$ cat config.mk
export PLATFORM = sky130hd
export DESIGN_NAME = dr_tx_sched
export DESIGN_NICKNAME = d
export VERILOG_FILES = /design/src/rtl/dr_tx_sched.sv
export SDC_FILE = /design/constraint.sdc
export NUM_CORES = 1
export LEC_CHECK = 0
export CORE_UTILIZATION = 45
export CTS_BUF_LIST = sky130_fd_sc_hd__clkbuf_16
export DETAILED_ROUTE_END_ITERATION = 10
export GPL_TIMING_DRIVEN = 0
export PLACE_DENSITY = 0.89
export SYNTH_ARGS = -nofsm -noshare
export SYNTH_HDL_FRONTEND = slang
export SYNTH_SLANG_ARGS = --single-unit
export TNS_END_PERCENT = 30
$ cat constraint.sdc
create_clock -name clk -period 4.7 [get_ports clk]
set_input_delay 0.94 -clock clk [delete_from_list [all_inputs] [get_ports clk]]
set_output_delay 0.94 -clock clk [all_outputs]
set_load 0.02 [all_outputs]
$ cat src/rtl/dr_tx_sched.sv
// dr_tx_sched: sequencer and round-robin arbiter for the dual-rail transmit
// encoder. NREQ synchronous requesters share one encoder. Each transfer runs
// the four-phase return-to-zero handshake: data with enc_rdy high, wait for
// ack high, spacer with enc_rdy low, wait for ack low.
//
// Ports
//   clk, rst_n   sole clock; asynchronous active-low reset
//   req_valid    per-requester request
//   req_data     payloads; requester i owns bits [i*N +: N]
//   req_ready    one-hot, one-cycle accept pulse (combinational, IDLE only)
//   enc_data     payload to the encoder, held stable while enc_rdy = 1
//   enc_rdy      1 = data phase, 0 = spacer
//   ack_async    receiver completion ack, asynchronous to clk
//   grant_id     index of the requester currently being sent
//   busy         high whenever the sequencer is not IDLE
//   timeout_err  sticky ack-timeout flag
//   clear_err    synchronous clear of timeout_err (a set in the same cycle wins)
module dr_tx_sched #(
  parameter int N       = 16,
  parameter int NREQ    = 4,
  parameter int TIMEOUT = 255
) (
  input  logic                      clk,
  input  logic                      rst_n,
  input  logic [NREQ-1:0]           req_valid,
  input  logic [NREQ*N-1:0]         req_data,
  output logic [NREQ-1:0]           req_ready,
  output logic [N-1:0]              enc_data,
  output logic                      enc_rdy,
  input  logic                      ack_async,
  output logic [$clog2(NREQ)-1:0]   grant_id,
  output logic                      busy,
  output logic                      timeout_err,
  input  logic                      clear_err
);

  localparam int GW = $clog2(NREQ);
  localparam logic [7:0] TO_FULL = 8'(TIMEOUT);
  localparam logic [7:0] TO_LAST = 8'(TIMEOUT - 1);

  typedef enum logic [1:0] {S_IDLE, S_DATA, S_SPACER} state_t;

  state_t          state;
  logic            ack_meta;
  logic            ack_s;
  logic [GW-1:0]   ptr;
  logic [7:0]      cnt;

  logic [GW-1:0]   lo_win;
  logic [GW-1:0]   hi_win;
  logic            hi_hit;
  logic [GW-1:0]   win;
  logic [N-1:0]    win_data;
  logic            any_req;

  assign any_req = |req_valid;

  // Round-robin pick: the lowest valid index at or above the pointer wins,
  // otherwise the lowest valid index overall (the wrap-around case).
  // NOTE: every variable written here gets a default first, so no latch is inferred.
  always_comb begin
    lo_win = '0;
    hi_win = '0;
    hi_hit = 1'b0;
    for (int i = NREQ - 1; i >= 0; i--) begin
      if (req_valid[i]) begin
        lo_win = GW'(i);
        if (GW'(i) >= ptr) begin
          hi_win = GW'(i);
          hi_hit = 1'b1;
        end
      end
    end
    win = hi_hit ? hi_win : lo_win;
  end

  assign win_data = req_data[int'(win)*N +: N];

  // Accept pulse is combinational so the requester sees it in the same cycle
  // the grant edge is prepared; gating with rst_n keeps it low during reset.
  always_comb begin
    req_ready = '0;
    if (rst_n && (state == S_IDLE) && any_req) req_ready[win] = 1'b1;
  end

  // NOTE: sequential state uses non-blocking assignments only, so every flop
  // samples the pre-edge values regardless of statement order.
  // NOTE: all state here is control/datapath registers (no memories), so every
  // flop is asynchronously reset; a reset mid-transfer drops enc_rdy at once.
  always_ff @(posedge clk or negedge rst_n) begin
    if (!rst_n) begin
      state       <= S_IDLE;
      ack_meta    <= 1'b0;
      ack_s       <= 1'b0;
      ptr         <= '0;
      cnt         <= '0;
      enc_data    <= '0;
      enc_rdy     <= 1'b0;
      grant_id    <= '0;
      busy        <= 1'b0;
      timeout_err <= 1'b0;
    end else begin
      // Two-flop synchronizer: the only place ack_async is sampled.
      ack_meta <= ack_async;
      ack_s    <= ack_meta;

      // Clear first; any set below is a later assignment and therefore wins.
      if (clear_err) timeout_err <= 1'b0;

      case (state)
        S_IDLE: begin
          cnt <= '0;
          if (any_req) begin
            state    <= S_DATA;
            enc_data <= win_data;
            grant_id <= win;
            ptr      <= (win == GW'(NREQ - 1)) ? '0 : win + 1'b1;
            enc_rdy  <= 1'b1;
            busy     <= 1'b1;
          end
        end

        S_DATA: begin
          if (ack_s) begin
            state   <= S_SPACER;
            enc_rdy <= 1'b0;
            cnt     <= '0;
          end else if (cnt == TO_LAST) begin
            // TIMEOUT data cycles without an ack: drop the word, go to spacer.
            state       <= S_SPACER;
            enc_rdy     <= 1'b0;
            cnt         <= '0;
            timeout_err <= 1'b1;
          end else begin
            cnt <= cnt + 8'd1;
          end
        end

        S_SPACER: begin
          if (!ack_s) begin
            state <= S_IDLE;
            busy  <= 1'b0;
            cnt   <= '0;
          end else if (cnt == TO_LAST) begin
            // Ack stuck high: flag once, park the counter, keep waiting.
            cnt         <= TO_FULL;
            timeout_err <= 1'b1;
          end else if (cnt != TO_FULL) begin
            cnt <= cnt + 8'd1;
          end
        end

        default: begin
          state   <= S_IDLE;
          enc_rdy <= 1'b0;
          busy    <= 1'b0;
          cnt     <= '0;
        end
      endcase
    end
  end

endmodule

==> impl_metrics.ini, run 1 <==
[clocking]
clk_pin_slew_worst_paths_ps = 50
clockBufferDepth = 2
cts.sinks = 35
clk_latency_ps = 280
clockRootBuffer = clkbuf_16
cts_tree = yes
ctsResizeCount = 0
hold_buffers = 0
cts_inserted_buffers = 5
cts.htree.levels = 2
post_cts_buffers = 0

[detailed_routing]
drt_iter0_markers = 90
viasPerCell = 5.49
drtPass1Iterations = 5
vias = 2218
wl_um = 6050
ant_nets = 0
drc = 0
routedWlPerCell_um = 15.0

[synth]
synth_area_per_cell_um2 = 9.46
synth_top_area_cell = dfrtp_1
synthMuxAreaShare = 0.0927
syn_area_um2 = 2210
synthArstFlopShare = 1.00
synth-seq-cells = 35
synth_cell_types = 47
ys.flop_type = dfrtp_1
syn-instance-count = 234
synth_top_family_by_area = compound AO/OA/AOI/OAI gates
ys_seq_area_frac = 0.396
yosysWarningCount = 0
synth_edf_count = 0
synth-compound-area-share = 0.218
synth_fa_ha_area_frac = 0.0339
synth_xor_area_frac = 0.0198
yosys-top-cells-area = dfrtp_1 (40%), a211oi_1 (6.1%), mux2_4 (4.7%), mux2i_1 (4.5%), a21oi_1 (4.3%)
synth_nets = 312
synthSimpleGateAreaFrac = 0.200
synth_top_cell_area_share = 0.396

[place]
dp_cells = 397
dpl_cell_area_um2 = 3250
dp_hpwl_um = 4660
gp_congestion = 0.783
place_ws_ps = 248
port-buffer-count = 96

[final_layout]
drive_gt1_frac = 0.0920
layoutNonFillerInstCount = 404
nets = 415
stdcell_area_um2 = 3390
fillers = 341
fin_util = 0.717
antenna_cells = 0
area_delta_synth_final_pct = 53.0
regArea_um2 = 876
multi_input_area_um2 = 1250

[sta]
holdWs_ps = 357
hold_violations = 0
post-route-period-util = 0.947
rsz0062_at_grt = no
tightest_slew_ps = 786
max-slew-margin-rel = 0.476
setup_viol = 0
fin_tns_setup_ps = 0
setup_ws_ps = 251
final_max_slew_viol_count = 0
fmax_mhz = 225
finalClockSkew_ps = 4.81
fin_crit_ps = 4450

[setup_path]
end_kind = primary output
required_ps = 3760
crit_path_start_kind = primary input
cp_max_fo = 10
worstSetupPathType = primary input to primary output
arrival_ps = 3510

[power]
ir_drop_uv = 300
p_sw_mw = 0.717
power.leakage_nw = 1.43
fin_total_pwr_mw = 1.79
pwr-share-clk = 0.171
p_sw_frac = 0.400
powerDensity_nw_per_um2 = 529
p_seq_frac = 0.275
comb_power_share = 0.554
internal-power_mw = 1.07

[die]
core_um2 = 4720
initial_core_util = 0.469
die_w_um = 72.1
rows = 25
dieArea_um2 = 5200
die_h_um = 72.1
ioPinCount = 97

[global_routing]
grt_usage = 0.251
grt_remaining_overflow = 0
grt_antenna_before_repair = 0
grt_pass1_wl_um = 10100
first_global_vias = 2328
grt_max_degree = 38

[min_path]
hold_class = flip-flop to flip-flop

[job]
cap_viol_max_count = 0

[run_status]
outcome = completed
worst max-delay path, cell delays in order:
cell and delay [ps]:
clkdlybuf4s50_1 560, nand2b_1 200, or2_1 120, buf_2 230, nand2_8 140, buf_4 210, inv_1 130, ha_1 190
and3_1 150, clkdlybuf4s50_1 620
state kept, by name (all words and copies together), names as in the netlist:
signal / count
ack_meta: 1
ack_s: 1
busy: 1
cnt: 8
enc_data: 16
enc_rdy: 1
grant_id: 2
ptr: 2
state: 2
timeout_err: 1
synth_stat cells, types with 2 or more instances:
cell type and instances:
a211oi_1 18, a21oi_1 19, a221o_1 7, a22o_1 2
and2_1 2, and3_1 10, buf_2 6, buf_4 2
dfrtp_1 35, ha_1 6, inv_1 7, mux2_4 7
mux2i_1 10, nand2_1 14, nand2b_1 2, nand3_1 9
nand4_1 2, nor2_1 24, nor2b_1 3, nor3_1 4
o21ai_0 15, o221ai_1 2, xnor2_1 3, xor2_1 2
cells in the final DEF, fill, tap and decap left out, drive strengths merged, types with 2 or more instances in the layout:
cell / count
a211oi: 18
a21oi: 19
a221o: 7
a22o: 2
and2: 3
and3: 10
buf: 10
clkbuf: 6
clkdlybuf4s50: 95
clkinv: 2
dfrtp: 35
ha: 6
inv: 7
mux2: 7
mux2i: 10
nand2: 16
nand2b: 2
nand3: 10
nand4: 2
nor2: 25
nor2b: 3
nor3: 4
o21ai: 15
o221ai: 2
or2: 2
xnor2: 3
xor2: 2
cell type report:
class                           count  share of cell area
Sequential cell                    35               0.259
Clock buffer                        5              0.0369
Multi-Input combinational cell    182               0.368
Clock inverter                      2             0.00259
Timing Repair Buffer               96               0.282
Inverter                            7             0.00776
Buffer                             10              0.0188
Tap cell                           67              0.0248
cells by family (layout without fill, tap and decap cells):
logic type               Yosys count  in the layout
adder cells (fa/ha/maj)            6              6
XOR/XNOR                           5              5
buffers and inverters             17            120
AND/OR/NAND/NOR                   83             83
AO/OA/AOI/OAI                     71             71
flip-flops                        35             35
multiplexers                      17             17
path summary, 6_finish.rpt:
| path | from | end | slack, ps | depth (start not counted) |
|---|---|---|---|---|
| max in group asynchronous | rst_n | ptr[1]$_DFFE_PN0P_ | 3460 | 1 |
| min in group asynchronous | rst_n | cnt[3]$_DFFE_PN0P_ | 750 | 1 |
| hold / removal | ack_meta$_DFF_PN0_ | ack_s$_DFF_PN0_ | 360 | 0 |
| setup reg to reg | state[0]$_DFFE_PN0P_ | enc_data[14]$_DFFE_PN0P_ | 2600 | 8 |
| setup / recovery | req_valid[1] | req_ready[3] | 250 | 10 |
| hold reg to reg | ack_meta$_DFF_PN0_ | ack_s$_DFF_PN0_ | 360 | 0 |
metal layers:
layer,global-route usage,wire [um],vias to the layer above
met4,0.0763,67,0
met3,0.0694,399,7
met2,0.459,3200,78
met1,0.282,2390,1057
li1,-,-,1076
met5,0,0,-
power by group through the flow:
stage | combinational (mW) | sequential (mW) | clock [mW]
3_5_place_dp | 0.998 | 0.491 | 0
3_3_place_gp | 0.962 | 0.493 | 0
6_report | 0.993 | 0.493 | 0.307
5_1_grt | 1.08 | 0.507 | 0.327
4_1_cts | 0.999 | 0.491 | 0.310
2_1_floorplan | 0.521 | 0.584 | 0
(Power assumes the default switching activity.)
==> inputs of run 2 (changes only) <==
--- a/config.mk
+++ b/config.mk
@@ -7,6 +7,7 @@
 export LEC_CHECK = 0
 export CORE_UTILIZATION = 45
 export CTS_BUF_LIST = sky130_fd_sc_hd__clkbuf_16
+export CTS_CLUSTER_SIZE = 14
 export DETAILED_ROUTE_END_ITERATION = 10
 export GPL_TIMING_DRIVEN = 0
 export PLACE_DENSITY = 0.89
==> results of run 2 <==
Final layout, timing and power as in run 1 (identical DEF).
